### config.mk
export PLATFORM = sky130hd
export DESIGN_NAME = regfile_sb_flat
export DESIGN_NICKNAME = d
export VERILOG_FILES = /design/src/rtl/regfile_sb_if.sv /design/src/rtl/regfile_sb.sv /design/src/flat_wrapper.sv
export SDC_FILE = /design/constraint.sdc
export NUM_CORES = 2
export LEC_CHECK = 0
export CORE_UTILIZATION = 40
export DETAILED_ROUTE_END_ITERATION = 6
export HOLD_SLACK_MARGIN = 0.02
export PLACE_DENSITY_LB_ADDON = 0.3
export SYNTH_ARGS = -nofsm -noshare
export SYNTH_HDL_FRONTEND = slang
export SYNTH_SLANG_ARGS = --single-unit
### constraint.sdc
create_clock -name clk -period 8.2 [get_ports clk]
set_input_delay 1.64 -clock clk [delete_from_list [all_inputs] [get_ports clk]]
set_output_delay 1.64 -clock clk [all_outputs]
set_load 0.05 [all_outputs]
### src/rtl/regfile_sb_if.sv
// Register-file bus: decode/issue read+issue signals and writeback signals.
// master = pipeline side, slave = register file.
interface regfile_sb_if #(
   parameter int DATA_W   = 32,
   parameter int NUM_REGS = 32,
   parameter int NUM_RD   = 2
);
   localparam int ADDR_W = $clog2(NUM_REGS);

   logic [NUM_RD*ADDR_W-1:0] rd_addr;
   logic [NUM_RD-1:0]        rd_use;
   logic [NUM_RD*DATA_W-1:0] rd_data;
   logic [NUM_RD-1:0]        rd_busy;
   logic                     iss_en;
   logic [ADDR_W-1:0]        iss_rd;
   logic                     iss_ready;
   logic                     wb_en;
   logic [ADDR_W-1:0]        wb_addr;
   logic [DATA_W-1:0]        wb_data;
   logic [ADDR_W:0]          pend_cnt;

   modport master (
      output rd_addr, rd_use, iss_en, iss_rd, wb_en, wb_addr, wb_data,
      input  rd_data, rd_busy, iss_ready, pend_cnt
   );

   modport slave (
      input  rd_addr, rd_use, iss_en, iss_rd, wb_en, wb_addr, wb_data,
      output rd_data, rd_busy, iss_ready, pend_cnt
   );
endinterface

### src/rtl/regfile_sb.sv
// Parametrised register file with write-to-read bypass and a per-register
// pending (scoreboard) bit used by issue to detect RAW/WAW hazards.
module regfile_sb #(
   parameter int DATA_W   = 32,
   parameter int NUM_REGS = 32,
   parameter int ADDR_W   = $clog2(NUM_REGS),
   parameter int NUM_RD   = 2,
   parameter int ZERO_REG = 1,
   parameter int BYPASS   = 1
) (
   input logic          clk,
   input logic          rst_n,
   regfile_sb_if.slave  bus
);
   localparam int CNT_W = ADDR_W + 1;

   logic [DATA_W-1:0]   regs_q [NUM_REGS];
   logic [NUM_REGS-1:0] pend_q;
   logic [NUM_REGS-1:0] pend_eff;
   logic [NUM_REGS-1:0] pend_nxt;
   logic [CNT_W-1:0]    pend_cnt_q;

   logic [ADDR_W-1:0]   rd_a [NUM_RD];
   logic [NUM_RD*DATA_W-1:0] rd_data_c;
   logic [NUM_RD-1:0]   rd_busy_c;
   logic                iss_ready_c;
   logic                wr_ok;
   logic                iss_ok;
   logic                set_inc;
   logic                clr_dec;

   // Pending as seen this cycle: a same-cycle writeback retires the producer
   // early when bypass is on; register 0 is never pending when hardwired.
   always_comb begin
      pend_eff = pend_q;
      if ((BYPASS != 0) && bus.wb_en)
         pend_eff[bus.wb_addr] = 1'b0;
      if (ZERO_REG != 0)
         pend_eff[0] = 1'b0;
   end

   // Combinational read ports with zero-register and writeback forwarding.
   always_comb begin
      rd_data_c = '0;
      rd_busy_c = '0;
      for (int i = 0; i < NUM_RD; i++) begin
         rd_a[i] = bus.rd_addr[i*ADDR_W +: ADDR_W];
         rd_data_c[i*DATA_W +: DATA_W] = regs_q[rd_a[i]];
         if ((BYPASS != 0) && bus.wb_en && (bus.wb_addr == rd_a[i]))
            rd_data_c[i*DATA_W +: DATA_W] = bus.wb_data;
         if ((ZERO_REG != 0) && (rd_a[i] == '0))
            rd_data_c[i*DATA_W +: DATA_W] = '0;
         rd_busy_c[i] = pend_eff[rd_a[i]];
      end
   end

   // Issue gating: stall on any consumed busy source (RAW) or busy destination (WAW).
   always_comb begin
      iss_ready_c = ~(|(bus.rd_use & rd_busy_c)) & ~pend_eff[bus.iss_rd];
      wr_ok  = bus.wb_en && ((ZERO_REG == 0) || (bus.wb_addr != '0));
      iss_ok = bus.iss_en && iss_ready_c && ((ZERO_REG == 0) || (bus.iss_rd != '0));
   end

   // Next pending vector; a set from issue overrides a clear from writeback.
   always_comb begin
      pend_nxt = pend_q;
      if (wr_ok)
         pend_nxt[bus.wb_addr] = 1'b0;
      if (iss_ok)
         pend_nxt[bus.iss_rd] = 1'b1;
      set_inc = iss_ok && !pend_q[bus.iss_rd];
      clr_dec = wr_ok && pend_q[bus.wb_addr] && !(iss_ok && (bus.iss_rd == bus.wb_addr));
   end

   // Register array, pending bits and running pending count.
   always_ff @(posedge clk or negedge rst_n) begin
      if (!rst_n) begin
         for (int r = 0; r < NUM_REGS; r++)
            regs_q[r] <= '0;
         pend_q     <= '0;
         pend_cnt_q <= '0;
      end else begin
         if (wr_ok)
            regs_q[bus.wb_addr] <= bus.wb_data;
         pend_q     <= pend_nxt;
         pend_cnt_q <= pend_cnt_q + CNT_W'(set_inc) - CNT_W'(clr_dec);
      end
   end

   assign bus.rd_data   = rd_data_c;
   assign bus.rd_busy   = rd_busy_c;
   assign bus.iss_ready = iss_ready_c;
   assign bus.pend_cnt  = pend_cnt_q;
endmodule

### src/flat_wrapper.sv
// flat-port wrapper written by rule: the top's interface ports become plain ports
module regfile_sb_flat 
#(
   parameter int DATA_W   = 32,
   parameter int NUM_REGS = 32,
   parameter int ADDR_W   = $clog2(NUM_REGS),
   parameter int NUM_RD   = 2,
   parameter int ZERO_REG = 1,
   parameter int BYPASS   = 1
)
  (clk, rst_n, bus_rd_addr, bus_rd_use, bus_iss_en, bus_iss_rd, bus_wb_en, bus_wb_addr, bus_wb_data, bus_rd_data, bus_rd_busy, bus_iss_ready, bus_pend_cnt);
  regfile_sb_if #(.DATA_W(DATA_W), .NUM_REGS(NUM_REGS), .NUM_RD(NUM_RD)) bus_i ();
  input logic clk;
  input logic rst_n;
  input wire logic [$bits(bus_i.rd_addr)-1:0] bus_rd_addr;
  input wire logic [$bits(bus_i.rd_use)-1:0] bus_rd_use;
  input wire logic [$bits(bus_i.iss_en)-1:0] bus_iss_en;
  input wire logic [$bits(bus_i.iss_rd)-1:0] bus_iss_rd;
  input wire logic [$bits(bus_i.wb_en)-1:0] bus_wb_en;
  input wire logic [$bits(bus_i.wb_addr)-1:0] bus_wb_addr;
  input wire logic [$bits(bus_i.wb_data)-1:0] bus_wb_data;
  output wire logic [$bits(bus_i.rd_data)-1:0] bus_rd_data;
  output wire logic [$bits(bus_i.rd_busy)-1:0] bus_rd_busy;
  output wire logic [$bits(bus_i.iss_ready)-1:0] bus_iss_ready;
  output wire logic [$bits(bus_i.pend_cnt)-1:0] bus_pend_cnt;
  assign bus_i.rd_addr = bus_rd_addr;
  assign bus_i.rd_use = bus_rd_use;
  assign bus_i.iss_en = bus_iss_en;
  assign bus_i.iss_rd = bus_iss_rd;
  assign bus_i.wb_en = bus_wb_en;
  assign bus_i.wb_addr = bus_wb_addr;
  assign bus_i.wb_data = bus_wb_data;
  assign bus_rd_data = bus_i.rd_data;
  assign bus_rd_busy = bus_i.rd_busy;
  assign bus_iss_ready = bus_i.iss_ready;
  assign bus_pend_cnt = bus_i.pend_cnt;
  regfile_sb #(.DATA_W(DATA_W), .NUM_REGS(NUM_REGS), .ADDR_W(ADDR_W), .NUM_RD(NUM_RD), .ZERO_REG(ZERO_REG), .BYPASS(BYPASS)) u_core (.clk(clk), .rst_n(rst_n), .bus(bus_i));
endmodule
==> out/qor.yml <==
ys_warn_count: 0
syn2layout_area_growth_pct: 12.6
die_y_um: 384
met2_usage_pct: 39.6
grt_pass1_wl_um: 267000
p_switching_mw: 4.80
violations: "max-capacitance violations, max-slew violations"
timing.hold.ws_ns: 0.394
setup_violations: 0
dp_hpwl_um: 99500
final.fill_count: 12800
arrival_ns: 5.63
ys_seq_area_share_pct: 45.4
nNetsFinal: 3832
grt_busiest_layer: "met2"
fin_util_pct: 45.6
skew_ns: 0.0342
ctsHoldBuffers: 0
vias_per_cell: 6.37
path_clk_slew_ns: 0.06
sw_frac_of_total_pct: 28.9
grtUsageTotal_pct: 24.6
wl_per_cell_um: 31.1
clockRootBuffer: "clkbuf_16"
globalRouteOverflowTotal: 0
drtPass1Iterations: 5
grt_pass1_vias: 37800
path_class: "input port to output port"
insertedDiodeCount: 0
grt_max_degree: 162
crit_path_max_fanout: 35
wl_um: 179000
min_path_type: "register to register"
max_freq_ghz: 0.138
dp.cells: 5554
reg2reg_slack_ns: 4.08
status: "complete, but fails checks"
fin_setup_tns_ns: 0
p_seq_share_pct: 42.4
crit_path_end_kind: "output port"
placed_cell_area_um2: 61900
period_needed_ns: 7.27
htree_num_levels: 3
slew_headroom_pct: -0.465
pre_cts_slack_ns: 0.910
synth_nets: 3903
initial_core_util_pct: 40.5
grt_antenna_before_repair: 3
worstPathRequired_ns: 6.56
rsz0062_at_grt: "no"
insertion_delay_ns: 0.75
synth-main-ff-cell: "dfrtp_1"
p_leak_nw: 27.6
cts_buffers: 114
combPwrFrac_pct: 24.4
synth_edf_count: 0
ys_seq_elements: 1062
clock_sinks: 1062
cts_resized: 0
yosysUniqueCellTypes: 78
period_share_pct: 88.7
gp_congestion: 0.953
grtUsageMet1_pct: 33.8
start_kind: "input port"
io_buffers: 130
synthArstFlopShare_pct: 100
vdd_drop_max_mv: 0.201
dieWidth_um: 384
final_cells: 5764
post_cts_buffers: 0
postSynthCellCount: 3838
io_pins: 131
finalPower_mw: 16.6
drtIter0Drc: 3516
core_um2: 144000
synth_area_per_cell_um2: 15.2
finalHoldViolations: 0
antenna_left: 0
vias: 36700
cts_tree: "yes"
dieArea_um2: 148000
max_cap_viol_count: 1
layout-drive-gt1-share_pct: 52.2
powerDensity_nw_per_um2: 252
drc: 0
drv_slew: 1
syn-cell-area_um2: 58500
p_int_mw: 11.8
clk_path_buf_depth: 3
setup_ws_ns: 0.928
gr-usage-met3_pct: 4.76
tightest_slew_ns: 1.47
fin_area_um2: 65800
power_frac_clock_pct: 33.2
fp-row-count: 139
## sequential cells by signal, indices dropped and copies added, names as in the netlist
name,flops
u_core.bus.pend_cnt,6
u_core.regs_q,1024
u_core.pend_q,32
## routing by layer
metal,vias to the layer above,wire (um)
met1,20200,75500
met4,4,5660
met3,355,11900
met5,-,32
met2,1361,86300
li1,14800,-
## power groups by stage
stage	Clock [mW]	Sequential, mW	Combinational (mW)
after floorplan	0	6.87	3.02
after global placement	0	7.04	4.00
after detailed placement	0	7.09	4.06
after CTS	5.60	7.00	4.07
after global routing	5.79	7.17	4.30
final	5.50	7.04	4.04
## path summary, 6_finish.rpt
path / startpoint / end / cells after the start
max: bus_wb_en / bus_rd_data[5] / 6
min: u_core.regs_q[1015] / u_core.regs_q[1015] / 0
max reg2reg: u_core.pend_q[19] / u_core.bus.pend_cnt[5] / 14
min reg2reg: u_core.regs_q[1015] / u_core.regs_q[1015] / 0
max in group asynchronous: rst_n / u_core.regs_q[142] / 2
min in group asynchronous: rst_n / u_core.bus.pend_cnt[5] / 1
## logic make-up (layout without fill, tap and decap cells)
group           Yosys count  count (layout)  share of synthesized area [%]
simple gates            339             339                           2.82
flops                  1062            1062                           45.4
xor+xnor                 20              20                          0.300
fa+ha+maj                 7               7                          0.163
mux                    1714            1714                           45.3
buf+inv                 459             482                           3.22
compound gates          237             237                           2.78
## synthesized netlist by cell type, types with 18 or more instances
master	count	area (um^2)
clkbuf_1	298	1120
a211oi_1	62	465
mux2_2	990	11100
nor2_1	130	488
mux4_2	645	14500
nand3_1	59	295
buf_1	48	180
o21ai_0	45	225
buf_2	88	440
o211ai_1	18	135
mux2i_1	70	701
nand2_1	77	289
dfrtp_1	1062	26600
o21ai_1	37	185
## cell type report
class	instances	area, um^2	share of cell area [%]
multi-input combinational	2317	30300	46.0
sequential	1062	26600	40.4
clock buffer	158	3270	4.97
timing repair buffer	257	2560	3.89
tap	1903	2380	3.62
clock inverter	52	696	1.06
inverter	15	60.1	0.0912
## worst max-delay path, cell delays in order
cell and delay, ns:
clkdlybuf4s50_1 0.97, nand4_1 0.80, buf_4 0.55, o21ai_0 0.76, nor2_1 0.13, clkdlybuf4s50_1 0.74
## placed cells by master, fill, tap and decap left out, types with 58 or more instances in the layout
cell type / Yosys / final
dfrtp_1: 1062 / 1062
mux2_2: 990 / 990
mux4_2: 645 / 645
clkdlybuf4s50_1: 0 / 119
nor2_1: 130 / 116
clkbuf_16: 0 / 115
buf_4: 6 / 108
mux2i_1: 70 / 70
nand2_1: 77 / 62
a211oi_1: 62 / 62
nand3_1: 59 / 58
Note: power is estimated with default switching activity, not from simulation.
